<file path="src/rtl/store_commit_unit.sv">
// store_commit_unit: store buffer between the ROB head and the data-memory
// write port. Committed stores are lane-encoded on entry, queued in a small
// FIFO and drained one write at a time by an IDLE/WRITE/WAIT FSM.
// Optional build macro: STORE_COMMIT_FWD_EN adds store-to-load forwarding of
// fully-written buffered words.
module store_commit_unit #(
  parameter int SB_DEPTH    = 4,
  parameter int MEM_LATENCY = 2
) (
  input  logic        clk_in,
  input  logic        rst_in,
  input  logic        rob_store_valid_in,
  input  logic [31:0] rob_addr_in,
  input  logic [31:0] rob_data_in,
  input  logic [1:0]  rob_size_in,
  output logic        store_read_out,
  output logic        mem_we_out,
  output logic [31:0] mem_addr_out,
  output logic [31:0] mem_wdata_out,
  output logic [3:0]  mem_wstrb_out,
  output logic        sb_empty_out,
  output logic        misalign_err_out,
  input  logic [31:0] ld_addr_in,
  output logic        ld_hit_out,
  output logic [31:0] ld_data_out
);

  localparam int PTR_W = (SB_DEPTH > 1) ? $clog2(SB_DEPTH) : 1;
  localparam int CNT_W = PTR_W + 1;

  typedef enum logic [1:0] {
    ST_IDLE  = 2'd0,
    ST_WRITE = 2'd1,
    ST_WAIT  = 2'd2
  } state_t;

  // One buffered store, already in memory-port format.
  typedef struct packed {
    logic [29:0] word;
    logic [31:0] data;
    logic [3:0]  strb;
  } entry_t;

  entry_t           sb_mem [SB_DEPTH];
  entry_t           new_entry;
  entry_t           issue_entry;
  logic             new_legal;
  logic             enq;
  logic             pop;
  logic             issue_go;
  logic [PTR_W-1:0] head;
  logic [PTR_W-1:0] tail;
  logic [CNT_W-1:0] count;
  logic [3:0]       wait_cnt;
  state_t           state;

  // Encode the incoming store into word address, byte strobes and lane-shifted data.
  // NOTE: every output of a combinational block gets a default first so no path leaves it unassigned, which would infer a latch.
  always_comb begin
    new_entry.word = rob_addr_in[31:2];
    new_entry.data = '0;
    new_entry.strb = '0;
    new_legal      = 1'b0;
    case (rob_size_in)
      2'd0: begin
        new_entry.strb = 4'b0001 << rob_addr_in[1:0];
        new_entry.data = {24'b0, rob_data_in[7:0]} << {rob_addr_in[1:0], 3'b000};
        new_legal      = 1'b1;
      end
      2'd1: begin
        new_entry.strb = 4'b0011 << rob_addr_in[1:0];
        new_entry.data = {16'b0, rob_data_in[15:0]} << {rob_addr_in[1:0], 3'b000};
        new_legal      = ~rob_addr_in[0];
      end
      2'd2: begin
        new_entry.strb = 4'hF;
        new_entry.data = rob_data_in;
        new_legal      = (rob_addr_in[1:0] == 2'b00);
      end
      default: ;
    endcase
  end

  // Handshake: capacity is judged on the registered occupancy, so a drain
  // finishing this cycle never frees a slot for the same edge.
  assign store_read_out = rob_store_valid_in && (count < CNT_W'(SB_DEPTH)) && !rst_in;
  assign enq            = store_read_out && new_legal;
  assign pop            = (state == ST_WRITE);
  assign sb_empty_out   = (count == '0) && (state == ST_IDLE);

  // Next write source: the oldest buffered entry, or the arriving store when
  // the buffer is empty so an idle drain issues without an extra cycle.
  always_comb begin
    issue_entry = (count != '0) ? sb_mem[head] : new_entry;
    issue_go    = (count != '0) || enq;
  end

  // Store-buffer storage, written at the tail on enqueue.
  // NOTE: the storage array is not reset; occupancy qualifies every read, so stale contents are never visible.
  always_ff @(posedge clk_in) begin
    if (enq) sb_mem[tail] <= new_entry;
  end

  // Pointers, occupancy, sticky error and the drain FSM with registered port outputs.
  // NOTE: sequential state uses non-blocking assignments so every register samples pre-edge values.
  always_ff @(posedge clk_in) begin
    if (rst_in) begin
      state            <= ST_IDLE;
      head             <= '0;
      tail             <= '0;
      count            <= '0;
      wait_cnt         <= '0;
      misalign_err_out <= 1'b0;
      mem_we_out       <= 1'b0;
      mem_addr_out     <= '0;
      mem_wdata_out    <= '0;
      mem_wstrb_out    <= '0;
    end else begin
      if (enq) tail <= tail + PTR_W'(1);
      if (pop) head <= head + PTR_W'(1);
      count <= count + CNT_W'(enq) - CNT_W'(pop);
      if (store_read_out && !new_legal) misalign_err_out <= 1'b1;

      case (state)
        ST_IDLE: begin
          if (issue_go) begin
            mem_we_out    <= 1'b1;
            mem_addr_out  <= {issue_entry.word, 2'b00};
            mem_wdata_out <= issue_entry.data;
            mem_wstrb_out <= issue_entry.strb;
            state         <= ST_WRITE;
          end
        end
        ST_WRITE: begin
          mem_we_out    <= 1'b0;
          mem_addr_out  <= '0;
          mem_wdata_out <= '0;
          mem_wstrb_out <= '0;
          if (MEM_LATENCY > 1) begin
            wait_cnt <= 4'(MEM_LATENCY - 1);
            state    <= ST_WAIT;
          end else begin
            state <= ST_IDLE;
          end
        end
        ST_WAIT: begin
          if (wait_cnt <= 4'd1) state <= ST_IDLE;
          else wait_cnt <= wait_cnt - 4'd1;
        end
        default: state <= ST_IDLE;
      endcase
    end
  end

`ifdef STORE_COMMIT_FWD_EN
  entry_t fwd_entry;
  logic   fwd_found;
  logic   unused_ld_lane;

  assign unused_ld_lane = ^ld_addr_in[1:0];

  // Forwarding compare: scan oldest to youngest so the youngest match wins.
  always_comb begin
    fwd_found = 1'b0;
    fwd_entry = '0;
    for (int k = 0; k < SB_DEPTH; k++) begin
      if ((CNT_W'(k) < count) &&
          (sb_mem[head + PTR_W'(k)].word == ld_addr_in[31:2])) begin
        fwd_found = 1'b1;
        fwd_entry = sb_mem[head + PTR_W'(k)];
      end
    end
    ld_hit_out  = fwd_found && (fwd_entry.strb == 4'hF);
    ld_data_out = ld_hit_out ? fwd_entry.data : '0;
  end
`else
  logic unused_ld;

  assign unused_ld   = ^ld_addr_in;
  assign ld_hit_out  = 1'b0;
  assign ld_data_out = '0;
`endif

endmodule

</file>
<file path="config.mk">
export PLATFORM = sky130hd
export DESIGN_NAME = store_commit_unit
export DESIGN_NICKNAME = d
export VERILOG_FILES = /design/src/rtl/store_commit_unit.sv
export SDC_FILE = /design/constraint.sdc
export NUM_CORES = 1
export LEC_CHECK = 0
export ABC_CLOCK_PERIOD_IN_PS = 7200
export BUFFER_PORTS_ARGS = -buffer_cell sky130_fd_sc_hd__buf_2
export CAP_MARGIN = 5
export CORE_MARGIN = 2
export CORE_UTILIZATION = 55
export CTS_CLUSTER_DIAMETER = 120
export DETAILED_ROUTE_END_ITERATION = 7
export PLACE_DENSITY = 0.79
export SLEW_MARGIN = 40
export SYNTH_ARGS = -nofsm -noshare
export SYNTH_HDL_FRONTEND = slang
export SYNTH_SLANG_ARGS = --single-unit
</file>
<file path="constraint.sdc">
create_clock -name clk_in -period 7.2 [get_ports clk_in]
set_clock_uncertainty 0.2 [all_clocks]
set_input_delay 0 -clock clk_in [delete_from_list [all_inputs] [get_ports clk_in]]
set_output_delay 0 -clock clk_in [all_outputs]
set_load 0.005 [all_outputs]
</file>
Yosys cells after proc, flatten, opt, wreduce, memory -nomap -nowiden
Memory sizes are Yosys's and may differ from the RTL's. A register that Yosys moved wholly into a read port is not among the register bits.
Cells that the tools add are included.
{"block": "word_totals", "reg_bits": 83, "ram_bits": 264, "input_bits": 101, "output_inout_bits": 105, "wordCells": 68, "memories": 1}
{"name": "sb_mem", "words": 4, "width": 66, "read_ports": 1, "rd_clocked_by_memory_dff": 1, "write_ports": 1, "line": "44", "text": "entry_t sb_mem [SB_DEPTH];"}
{"block": "op_classes", "n_addsub": 5, "n_lt_le_gt_ge": 2, "eq_ne": 7, "n_shift": 4, "n_mux": 20, "n_bitwise": 1, "n_reduce_logical": 18}
{"op": "case mux 32 bit (2 select lines)", "n": 2}
{"op": "case mux 36 bit (3 select lines)", "n": 1}
{"op": "two-way mux 66 bit", "n": 1}
{"op": "two-way mux 32 bit", "n": 2}
{"op": "<< shifter 16 x 5 -> 32 bit", "n": 1}
{"op": "<< shifter 8 x 5 -> 32 bit", "n": 1}
{"op": "case mux 4 bit (2 select lines)", "n": 2}
{"op": "two-way mux 2 bit", "n": 4}
{"op": "two-way mux 4 bit", "n": 2}
{"op": "zero test 2 bit", "n": 3}
{"op": "!= test 2 bit, second input constant", "n": 3}
{"op": "case mux 2 bit (3 select lines)", "n": 1}
{"op": "AND reduction 2 bit", "n": 3}
{"op": "logical AND 1 bit", "n": 5}
{"op": "adder 2 x 1 -> 2 bit, second input constant", "n": 2}
{"op": "== test 2 x 1 -> 1 bit, second input constant", "n": 2}
{"op": "== test 2 bit, second input constant", "n": 2}
{"op": "<= comparator 4 x 1 -> 1 bit, second input constant", "n": 1}
{"op": "nonzero test 2 bit", "n": 2}
{"op": "<< shifter 1 x 2 -> 4 bit, first input constant", "n": 1}
{"op": "<< shifter 2 x 2 -> 4 bit, first input constant", "n": 1}
{"op": "subtractor 4 x 1 -> 4 bit, second input constant", "n": 1}
{"op": "adder 3 x 1 -> 3 bit", "n": 1}
{"op": "zero test 3 bit", "n": 1}
{"op": "9 further kinds", "n": 12}

Depth between registers and ports, before layout
Gate-level depths: netlist (run 1).
{"block": "logic_depth", "ltp_word": 7, "mapped_depth": 10, "depth_no_buf": 10}

Worst setup path after synthesis (run 1)
No wires, ideal clock.
{"block": "synth_timing", "path_kind": "register to register", "from": "register count[2]", "to": "memory sb_mem[0][0] (netlist name), enable pin", "setup_ns": 0.431, "arrival_ns": 2.411, "required_time_ns": 6.569, "slack_ns": 4.158, "stages_incl_launch_ff": 5, "n_path_buf": 1, "period_less_slack_ns": 3.042, "cell_sequence": "dfxtp_1 -> nor3b_4 -> o21a_1 -> buf_6 -> and2_1"}
{"block": "synth_via", "elab_chain_cells": 6}
{"item": "start: declaration", "line": "53", "text": "logic [CNT_W-1:0] count;"}
{"item": "start signal: assignment", "line": "121", "text": "count <= count + CNT_W'(enq) - CNT_W'(pop);"}
{"item": "< comparator 3 bit", "line": "86", "text": "assign store_read_out = rob_store_valid_in && (count < CNT_W'(SB_DEPTH)) && !rst_in;"}
{"item": "logical AND 1 bit (2 in series)", "line": "86"}
{"item": "via store_read_out", "line": "16", "text": "output logic store_read_out,"}
{"item": "logical AND 1 bit", "line": "87", "text": "assign enq = store_read_out && new_legal;"}
{"item": "via enq", "line": "48", "text": "logic enq;"}
{"item": "two-way mux 1 bit", "line": "101", "text": "if (enq) sb_mem[tail] <= new_entry;"}
{"item": "two-way mux 1 bit (not written as such)", "line": "101"}
{"item": "end: declaration", "line": "44"}
The timed path passes the listed nets, and every way through them passes these cells.

Worst setup path after layout (run 1)
{"block": "layout_timing", "from": "input rob_addr_in[1]", "to": "register mem_wdata_out[21]"}
{"block": "layout_via", "elab_chain_cells": 6, "elab_cells_between_ends": 12, "classes_between": "eq/ne: 1; shift: 2; mux: 5; reduce/logical: 4"}
{"item": "start: declaration", "line": "13", "text": "input logic [31:0] rob_addr_in,"}
{"item": "branches (longest 6 deep; another with two-way mux 66 bit)"}
{"item": "end signal: assignment", "line": "129", "text": "mem_wdata_out <= issue_entry.data;"}
{"item": "end: declaration", "line": "19", "text": "output logic [31:0] mem_wdata_out,"}
Parallel ways; which one is timed is not known. The select of a mux whose other input is x is not followed.
A chain may end at the register's enable or synchronous reset.

==> results.toml, run 1 <==
[logic_synthesis]
syn_area_um2 = 13920
synthArstFlopShare_pct = 0
syn_area_per_cell_um2 = 16.58
yosysUniqueCellTypes = 45
seq_area_frac_synth_pct = 68.87
synth_cells = 840
synth_edf_count = 264
synth_warnings = 0
ys_seq_elements = 347
ys.flop_type = "edfxtp_1"

[sta]
grt_setup_unrepaired = "false"
report.final.slew_viol_count = 0
period_minus_slack_ns = 2.887
fin_crit_sh_pct = 40.10
setup_viol = 0
tns_ns = 0
hold_violations = 0
worst_pin_slew_ns = 0.8565
relSlewSlack_pct = 42.29
timing.fmax_mhz = 346.3

[setup_path]
worst-r2r-setup-slack_ns = 4.51
worstRegToRegCells = 6
critPathCaptureType = "flip-flop"
cp-startpoint = "rob_addr_in[1]"
critPathMaxStageDelay_ns = 0.63
crit_top_cell = "dlygate4sd3_1"
required_ns = 7.46
critPathArrivalTime_ns = 3.15
critPathMaxFanout = 15
worstPathCellList = "dlygate4sd3_1, buf_2, nand2b_1, nor2_1, a222oi_1, dlygate4sd3_1, o21ai_0, a22o_1"
crit_end = "mem_wdata_out[21]"
r2r-end = "mem_wdata_out[23]"
cp_num_cells = 8
path_delay_family = "buffers and inverters"
start_kind = "input pin"
r2r-start = "count[2]"
cp_num_buf_inv = 3
slowest_stage = "dlygate4sd3_1"
path_class = "input pin to flip-flop"

[pwr]
p_switching_mw = 1.703
p_int_mw = 4.165
leakagePower_nw = 6.119
swShare_pct = 29.03
power_frac_seq_pct = 42.7
combPwrFrac_pct = 26.6
clkPwrFrac_pct = 30.7
cellPowerDensity_nw_per_um2 = 349.8
ir_drop_mv = 0.4827

[cells_and_area]
design_area_um2 = 16780
final_core_util_pct = 67.01
nets = 1166
layout-area-overhead-vs-synth_pct = 20.48
drive_gt1_share_pct = 27.52
antennaDiodeCount = 0

[detailed_routing]
ant_nets = 0
drtPass1Iterations = 6
wl_um = 30620
drcViolationCount = 0
drt-wirelength-per-cell_um = 21.67
via_count = 8189
via_per_inst = 5.795
drt_iter0_drc = 739

[clock_tree]
clk_pin_slew_worst_paths_ns = 0.06
clock-sinks = 347
htreeDepth = 2
clkLatencyLatePin_ns = 0.51
post_cts_resized = 0
clk_path_buf_depth = 3
tritoncts = "built"
cts_buffers = 37
post-cts-setup-buffers = 0
root_buffer = "clkbuf_16"

[worst_hold_path]
hp-class = "input pin to flip-flop"

[global_routing]
grt_max_degree = 68
gr-total-overflow = 0
first_global_vias = 8497
grt_usage_pct = 23.12
antenna_found_initial = 0
grt_pass1_wl_um = 46580

[floorplanning]
ioPinCount = 206
start_util_pct = 55.62
die_w_um = 163.1
coreArea_um2 = 25040
rows = 58
die_h_um = 163.1
dieArea_um2 = 26610

[run]
cap_violations = 0

[placed_design]
gp_congestion = 0.7717
postPlaceCellArea_um2 = 14870
numPortBuffers = 138
dp_hpwl_um = 17300

[run_status]
run_status = "finished clean"
## worst register-to-register path: stages (launching register included)
cell and delay [ns]:
dfxtp_1 0.35, nor3b_4 0.24, o21a_1 0.49, nor2_2 0.09, or4_4 0.72, clkinv_4 0.34, a22o_1 0.21
## cells in the final DEF, fill, tap and decap left out, types with 24 or more instances in the layout
master         count
edfxtp_1         264
buf_2            138
dfxtp_1           81
dlygate4sd3_1     76
mux4_2            66
nand2_1           62
mux2i_1           44
o21ai_1           43
clkbuf_16         37
conb_1            35
a22o_1            24
## through the flow
| step | std cells | hold WS (ns) | total power [mW] | worst slack [ns] |
|---|---|---|---|---|
| CTS | 1413 | 0.03322 | 5.904 | 4.545 |
| global route | 1413 | 0.05638 | 6.151 | 4.247 |
| detailed placement | 1271 | 0.03782 | 4.074 | 4.591 |
| floorplan | 874 | -0.1011 | 3.634 | 4.158 |
| finish | 1413 | 0.05736 | 5.868 | 4.313 |
| global placement | 1262 | 0.03099 | 4.027 | 4.211 |
## cells in the mapped netlist, types with 3 or more instances
library cell	instances	share of area, %
a211oi_1	9	0.49
a21o_1	8	0.43
a21oi_1	5	0.18
a222oi_1	8	0.58
a22o_1	24	1.5
a22oi_1	8	0.43
and2_1	12	0.54
buf_1	4	0.11
buf_2	15	0.54
buf_4	35	1.9
buf_6	7	0.57
clkbuf_1	23	0.62
dfxtp_1	83	12
edfxtp_1	264	57
ha_1	8	0.72
inv_1	17	0.46
mux2_2	16	1.3
mux2i_1	44	3.2
mux4_2	66	11
nand2_1	62	1.7
nand3b_1	8	0.43
nor2_1	20	0.54
nor2b_1	3	0.13
nor3_1	4	0.14
o21ai_0	17	0.61
o21ai_1	43	1.5
xnor2_1	4	0.25
## flip-flops by register name (all words and copies together), names as in the netlist, named ones only
name	flops
mem_addr_out	30
mem_we_out	1
wait_cnt	4
state	2
mem_wstrb_out	4
misalign_err_out	1
head	2
count	3
sb_mem	264
mem_wdata_out	32
tail	2
## cell type report
type                            instances  area [um2]
Clock buffer                           52        1022
Clock inverter                         14       125.1
Fill cell                            1687        8260
Inverter                               18       72.57
Multi-Input combinational cell        423        3869
Sequential cell                       347        9594
Tap cell                              330       412.9
Timing Repair Buffer                  229        1680
## power by group through the flow
stage	clock network [mW]	logic, mW	registers [mW]
global route	1.92	1.70	2.53
global placement	0	1.45	2.58
floorplan	0	1.12	2.51
finish	1.80	1.56	2.51
CTS	1.83	1.57	2.51
detailed placement	0	1.53	2.55
## logic make-up (layout without fill, tap and decap cells)
logic type               after synthesis  in the layout  share of synthesized area (%)
flip-flops                           347            347                          68.87
AO/OA/AOI/OAI                        126            126                          6.056
multiplexers                         126            126                          15.13
AND/OR/NAND/NOR                      121            121                          4.223
buffers and inverters                104            313                          4.457
adder cells (fa/ha/maj)                9              9                         0.8626
XOR/XNOR                               6              6                         0.3774
other                                  1             35                        0.02693
## metal layers
| metal | GRT usage [%] | part of all wire [%] | wire [um] | vias up |
|---|---|---|---|---|
| li1 | - | - | - | 3623 |
| met1 | 29.88 | 41 | 12420 | 4118 |
| met2 | 39.70 | 50 | 15350 | 389 |
| met3 | 4.114 | 6.8 | 2084 | 59 |
| met4 | 8.166 | 2.5 | 762 | 0 |
| met5 | 0 | 0 | 0 | - |
## worst min path at each step
stage | start | to | slack, ns | depth (start not counted)
final | rob_addr_in[10] | sb_mem[0][44] | 0.06 | 2
after global routing | rob_addr_in[10] | sb_mem[0][44] | 0.06 | 2
after CTS | rob_addr_in[10] | sb_mem[0][44] | 0.03 | 2
after detailed placement | rob_addr_in[26] | sb_mem[2][60] | 0.04 | 1
after global placement | rob_addr_in[5] | sb_mem[2][39] | 0.03 | 1
after floorplan | rob_addr_in[2] | sb_mem[0][36] | -0.10 | 0
## what timing repair did
| action | 4_1_cts | 5_1_grt |
|---|---|---|
| hold buffers | 76 | 0 |
| setup endpoints to repair | 0 | 0 |
| endpoints found under the hold margin | 327 | 0 |
No activity file was read; power rests on OpenSTA's default activity.
==> run 2, diff against run 1 <==
- ABC_CLOCK_PERIOD_IN_PS: 7200 -> 2380
- CORE_UTILIZATION: 55 -> 51
- PLACE_DENSITY: 0.79 -> 0.77
- clock period: 7.2 -> 2.38 ns (I/O delays scaled with it)
==> run 2 against run 1 <==
  * Sequential cell count unchanged
  * Sequential share of layout area down 1.2 points
  * Sequential power grew to 3.0 times the previous value
  * Largest cell class unchanged
==> results.toml, run 2 (synthesis results as in run 1) <==
[run_status]
run_status = "finished clean"

[cells_and_area]
antennaDiodeCount = 0
largestRegisters = "sb_mem (264), mem_wdata_out (32), mem_addr_out (30)"
seqCellArea_um2 = 9594
largest_register_ffs = 264
layout_commonest_cell = "edfxtp_1"
multi_input_area_um2 = 3869
final_cell_mix = "264 x edfxtp_1, 137 x buf_2, 81 x dfxtp_1, 75 x dlygate4sd3_1, 66 x mux4_2"
layout.cells.non_filler = 1447
nets = 1188
layout-area-overhead-vs-synth_pct = 23.15
final_core_util_pct = 63.80
design_area_um2 = 17150
fillers = 1889
drive_gt1_share_pct = 29.84
largest-register = "sb_mem"

[global_routing]
grt_max_degree = 57
first_global_vias = 8649
grt_usage_pct = 22.28
antenna_found_initial = 0
grt_pass1_wl_um = 48350
gr-total-overflow = 0

[pwr]
swShare_pct = 28.84
power_mw = 18.37
combPwrFrac_pct = 27.8
leakagePower_nw = 6.303
p_switching_mw = 5.298
clkPwrFrac_pct = 31.3
cellPowerDensity_nw_per_um2 = 1071
power_frac_seq_pct = 40.9
ir_drop_mv = 1.192
p_int_mw = 13.07

[setup_path]
critPathMaxFanout = 11
worstPathCellList = "dlygate4sd3_1, clkbuf_4, nand2b_1, nor2_1, buf_4, a222oi_1, dlygate4sd3_1, o21ai_0, a22o_1"
required_ns = 2.65
critPathMaxStageDelay_ns = 0.59
start_kind = "input pin"
path_class = "input pin to flip-flop"
critPathCaptureType = "flip-flop"
slowest_stage = "dlygate4sd3_1"
critPathArrivalTime_ns = 2.58
crit_top_cell = "dlygate4sd3_1"

[worst_hold_path]
hp-class = "input pin to flip-flop"

[clock_tree]
post-cts-setup-buffers = 0
clkLatencyLatePin_ns = 0.53
tritoncts = "built"
clk_path_buf_depth = 3
htreeDepth = 2
root_buffer = "clkbuf_16"
cts_buffers = 36
clk_pin_slew_worst_paths_ns = 0.07
clock-sinks = 347

[floorplanning]
die_h_um = 169.2
rows = 60
ioPinCount = 206
dieArea_um2 = 28640
die_w_um = 169.2
coreArea_um2 = 26880
start_util_pct = 51.81

[placed_design]
postPlaceCellArea_um2 = 15160
placed_cells = 1306
dp_hpwl_um = 18480
numPortBuffers = 138
gp_congestion = 0.7743

[sta]
setup_viol = 0
report.final.slew_viol_count = 0
holdWs_ns = 0.04260
fin_crit_sh_pct = 97.12
relSlewSlack_pct = 51.61
worst_pin_slew_ns = 0.7145
period_minus_slack_ns = 2.311
hold_violations = 0
timing.fmax_mhz = 432.6

[detailed_routing]
wl_um = 31470
via_per_inst = 5.657
drtPass1Iterations = 7
drt_iter0_drc = 698
drcViolationCount = 0
ant_nets = 0
via_count = 8185
drt-wirelength-per-cell_um = 21.75

[run]
cap_violations = 0
## run 2: cell types whose count changed in the layout (fill, tap and decap cells not counted), moves of 2 or more
cell | before | now
buf_4 | 5 | 22
buf_12 | 9 | 17
clkinv_1 | 7 | 1
clkbuf_8 | 4 | 7
clkinvlp_4 | 1 | 4
clkbuf_1 | 11 | 9
clkinv_2 | 1 | 3
inv_6 | 2 | 0
## run 2: per-stage QoR
step                setup TNS, ns  worst slack [ns]
floorplan                       0           0.05367
global placement                0            0.2758
detailed placement              0            0.1957
CTS                             0            0.1186
global route             -0.01461          -0.01116
finish                          0           0.06861
## run 2: final timing paths
check | start | endpoint | slack [ns] | cells past startpoint
max | rob_size_in[1] | mem_wdata_out[19] | 0.07 | 9
min | rob_size_in[0] | sb_mem[0][1] | 0.04 | 3
max reg2reg | count[2] | mem_addr_out[29] | 0.21 | 6
min reg2reg | mem_addr_out[31] | mem_addr_out[31] | 0.24 | 2
## run 2: power groups by stage
stage	combinational [mW]	clock, mW	sequential, mW
after floorplan	3.39	0	7.60
after CTS	5.16	5.87	7.50
final	5.12	5.74	7.51
after global routing	5.53	6.10	7.57
after global placement	4.91	0	7.59
after detailed placement	5.01	0	7.62
## run 2: routing by layer
metal,part of all wire (%),up-vias,track usage [%]
li1,-,3654,-
met3,6.8,58,4.618
met1,40,4121,28.61
met2,51,352,38.58
met5,0,-,0
met4,2.2,0,6.466
## run 2: final cells by class
class,count,area share (%)
clock buffers,54,6.304
clock inverters,12,0.9048
inverters,18,0.4232
multi-input cells,423,22.56
flip-flops and latches,347,55.95
well taps,341,2.488
repair buffers,252,11.37
## run 2: worst max-delay path: cells and delay by family
kind	cells	cell delay [ns]
AND/OR/NAND/NOR	2	0.48
AO/OA/AOI/OAI	3	0.50
buffers and inverters	4	1.58
## run 2: timing repair
action,CTS,global route
hold buffers,76,0
endpoints found under the setup margin,0,6
hold endpoints to repair,323,0
resized for setup,0,1
==> run 3, diff against run 2 <==
- CORE_ASPECT_RATIO: not set -> 0.9
==> run 3 against run 2 <==
  * The run now ends with design-rule violations left
  * Final area is 0.42% lower
  * Hold slack worse by 0.0038 ns
  * Sequential power hardly changed
  * Global-route usage is 0.22 points lower
  * Via count is 0.76% higher
  * Total power is 1.5% lower
  * Non-clock buffer count is 3 lower
  * Sequential share of layout area is 0.25 points higher
  * Die area hardly changed
  * Largest cell class unchanged
  * Utilization is 0.29 points lower
  * Worst setup slack worse by 0.015 ns
  * Count of clock-buffer cells in the layout is 9 lower
==> results.toml, run 3 (synthesis results as in run 1) <==
[placed_design]
pre_cts_ws_ns = 0.2337
gp_congestion = 0.7833
dp_hpwl_um = 18830
numPortBuffers = 138
placed_cells = 1316

[sta]
worst_pin_slew_ns = 0.7560
hold_violations = 0
tns_ns = 0
fin_ws_ns = 0.05320
report.final.slew_viol_count = 0
period_minus_slack_ns = 2.327
relSlewSlack_pct = 49.07
grt_setup_unrepaired = "false"
timing.fmax_mhz = 429.8
fin_crit_sh_pct = 97.76
setup_viol = 0

[floorplanning]
ioPinCount = 206
start_util_pct = 51.79
dieArea_um2 = 28640
coreArea_um2 = 26890
die_w_um = 178.2
die_h_um = 160.8
rows = 57

[clock_tree]
clk_path_buf_depth = 3
cts_buffers = 35
root_buffer = "clkbuf_16"
htreeDepth = 2
post-cts-setup-buffers = 0
tritoncts = "built"
clkLatencyLatePin_ns = 0.51
clock-sinks = 347
clk_pin_slew_worst_paths_ns = 0.06

[setup_path]
path_class = "input pin to flip-flop"
path_delay_family = "buffers and inverters"
critPathCaptureType = "flip-flop"
worstPathCellList = "dlygate4sd3_1, buf_8, nand2b_1, nor2_1, buf_4, a222oi_1, dlygate4sd3_1, o21ai_0, a22o_1"
start_kind = "input pin"
critPathArrivalTime_ns = 2.52
slowest_stage = "dlygate4sd3_1"
crit_top_cell = "dlygate4sd3_1"
required_ns = 2.58
critPathMaxStageDelay_ns = 0.62
critPathMaxFanout = 16
cp_num_buf_inv = 4

[global_routing]
met3_usage_pct = 4.072
met2_usage_pct = 37.00
grt_pass1_wl_um = 48020
use_met1_pct = 29.72
grt_usage_pct = 22.06
first_global_vias = 8570
gr-total-overflow = 0
grt_max_degree = 68
grt.busiest_layer = "met2"
antenna_found_initial = 0

[cells_and_area]
antennaDiodeCount = 0
largest-register = "sb_mem"
largestRegisters = "sb_mem (264), mem_wdata_out (32), mem_addr_out (30)"
drive_gt1_share_pct = 29.73
layout.cells.non_filler = 1454
layout-area-overhead-vs-synth_pct = 22.63
layout_commonest_cell = "edfxtp_1"
final_core_util_pct = 63.51
largest_register_ffs = 264
final_cell_mix = "264 x edfxtp_1, 136 x buf_2, 81 x dfxtp_1, 75 x dlygate4sd3_1, 66 x mux4_2"
nets = 1184

[run]
cap_violations = 0

[pwr]
p_int_mw = 12.83
ir_drop_mv = 0.8630
swShare_pct = 29.12
p_switching_mw = 5.269
combPwrFrac_pct = 28.0
clkPwrFrac_pct = 30.5
leakagePower_nw = 6.269
power_frac_seq_pct = 41.5
cellPowerDensity_nw_per_um2 = 1060

[detailed_routing]
drt-wirelength-per-cell_um = 21.62
drt_iter0_drc = 937
wl_um = 31440
drtPass1Iterations = 8
ant_nets = 0
drcViolationCount = 2
via_count = 8247
via_per_inst = 5.672

[run_status]
run_status = "finished with violations"
violations = "design-rule violations"

[worst_hold_path]
hp-class = "input pin to flip-flop"
run 3: final cells by class:
cell class / instances / area, um2
Clock buffer: 45 / 985.9
Clock inverter: 18 / 170.2
Fill cell: 1897 / 9811
Inverter: 18 / 72.57
Multi-Input combinational cell: 423 / 3871
Sequential cell: 347 / 9597
Tap cell: 354 / 442.9
Timing Repair Buffer: 249 / 1937
run 3: repair_timing:
action	in CTS	in global routing
hold buffers	75	0
hold endpoints to repair	328	0
setup endpoints to repair	0	31
gates resized for setup	0	5
run 3: worst paths after layout:
check | from | cells past startpoint | slack (ns) | to
setup / recovery | rob_size_in[1] | 9 | 0.05 | mem_wdata_out[16]
hold / removal | rob_addr_in[1] | 3 | 0.04 | sb_mem[1][12]
setup reg to reg | state[0] | 10 | 0.20 | count[2]
hold reg to reg | mem_wdata_out[26] | 2 | 0.24 | mem_wdata_out[26]
run 3: power groups by stage:
stage / Clock, mW / Sequential (mW) / Combinational [mW]
finish: 5.52 / 7.51 / 5.06
global route: 5.85 / 7.58 / 5.49
CTS: 5.59 / 7.51 / 5.10
detailed placement: 0 / 7.63 / 4.98
global placement: 0 / 7.60 / 4.88
floorplan: 0 / 7.60 / 3.39
run 3: stage by stage:
stage	area, um2	power, mW	hold slack (ns)
floorplan	14060	10.99	-0.1011
global placement	15160	12.48	0.03540
detailed placement	15160	12.61	0.04457
CTS	17060	18.20	0.0005617
global route	17080	18.92	0.06907
finish	17080	18.09	0.03884
run 3: worst min-delay path, cell delays in order:
cell and delay, ns:
buf_2 0.22, a211oi_1 0.22, a21o_1 0.17
run 3: routing by layer:
| metal | share of wire (%) | vias up |
|---|---|---|
| met5 | 0 | - |
| met4 | 1.9 | 0 |
| met3 | 7.7 | 56 |
| met2 | 49 | 354 |
| met1 | 41 | 4172 |
| li1 | - | 3665 |
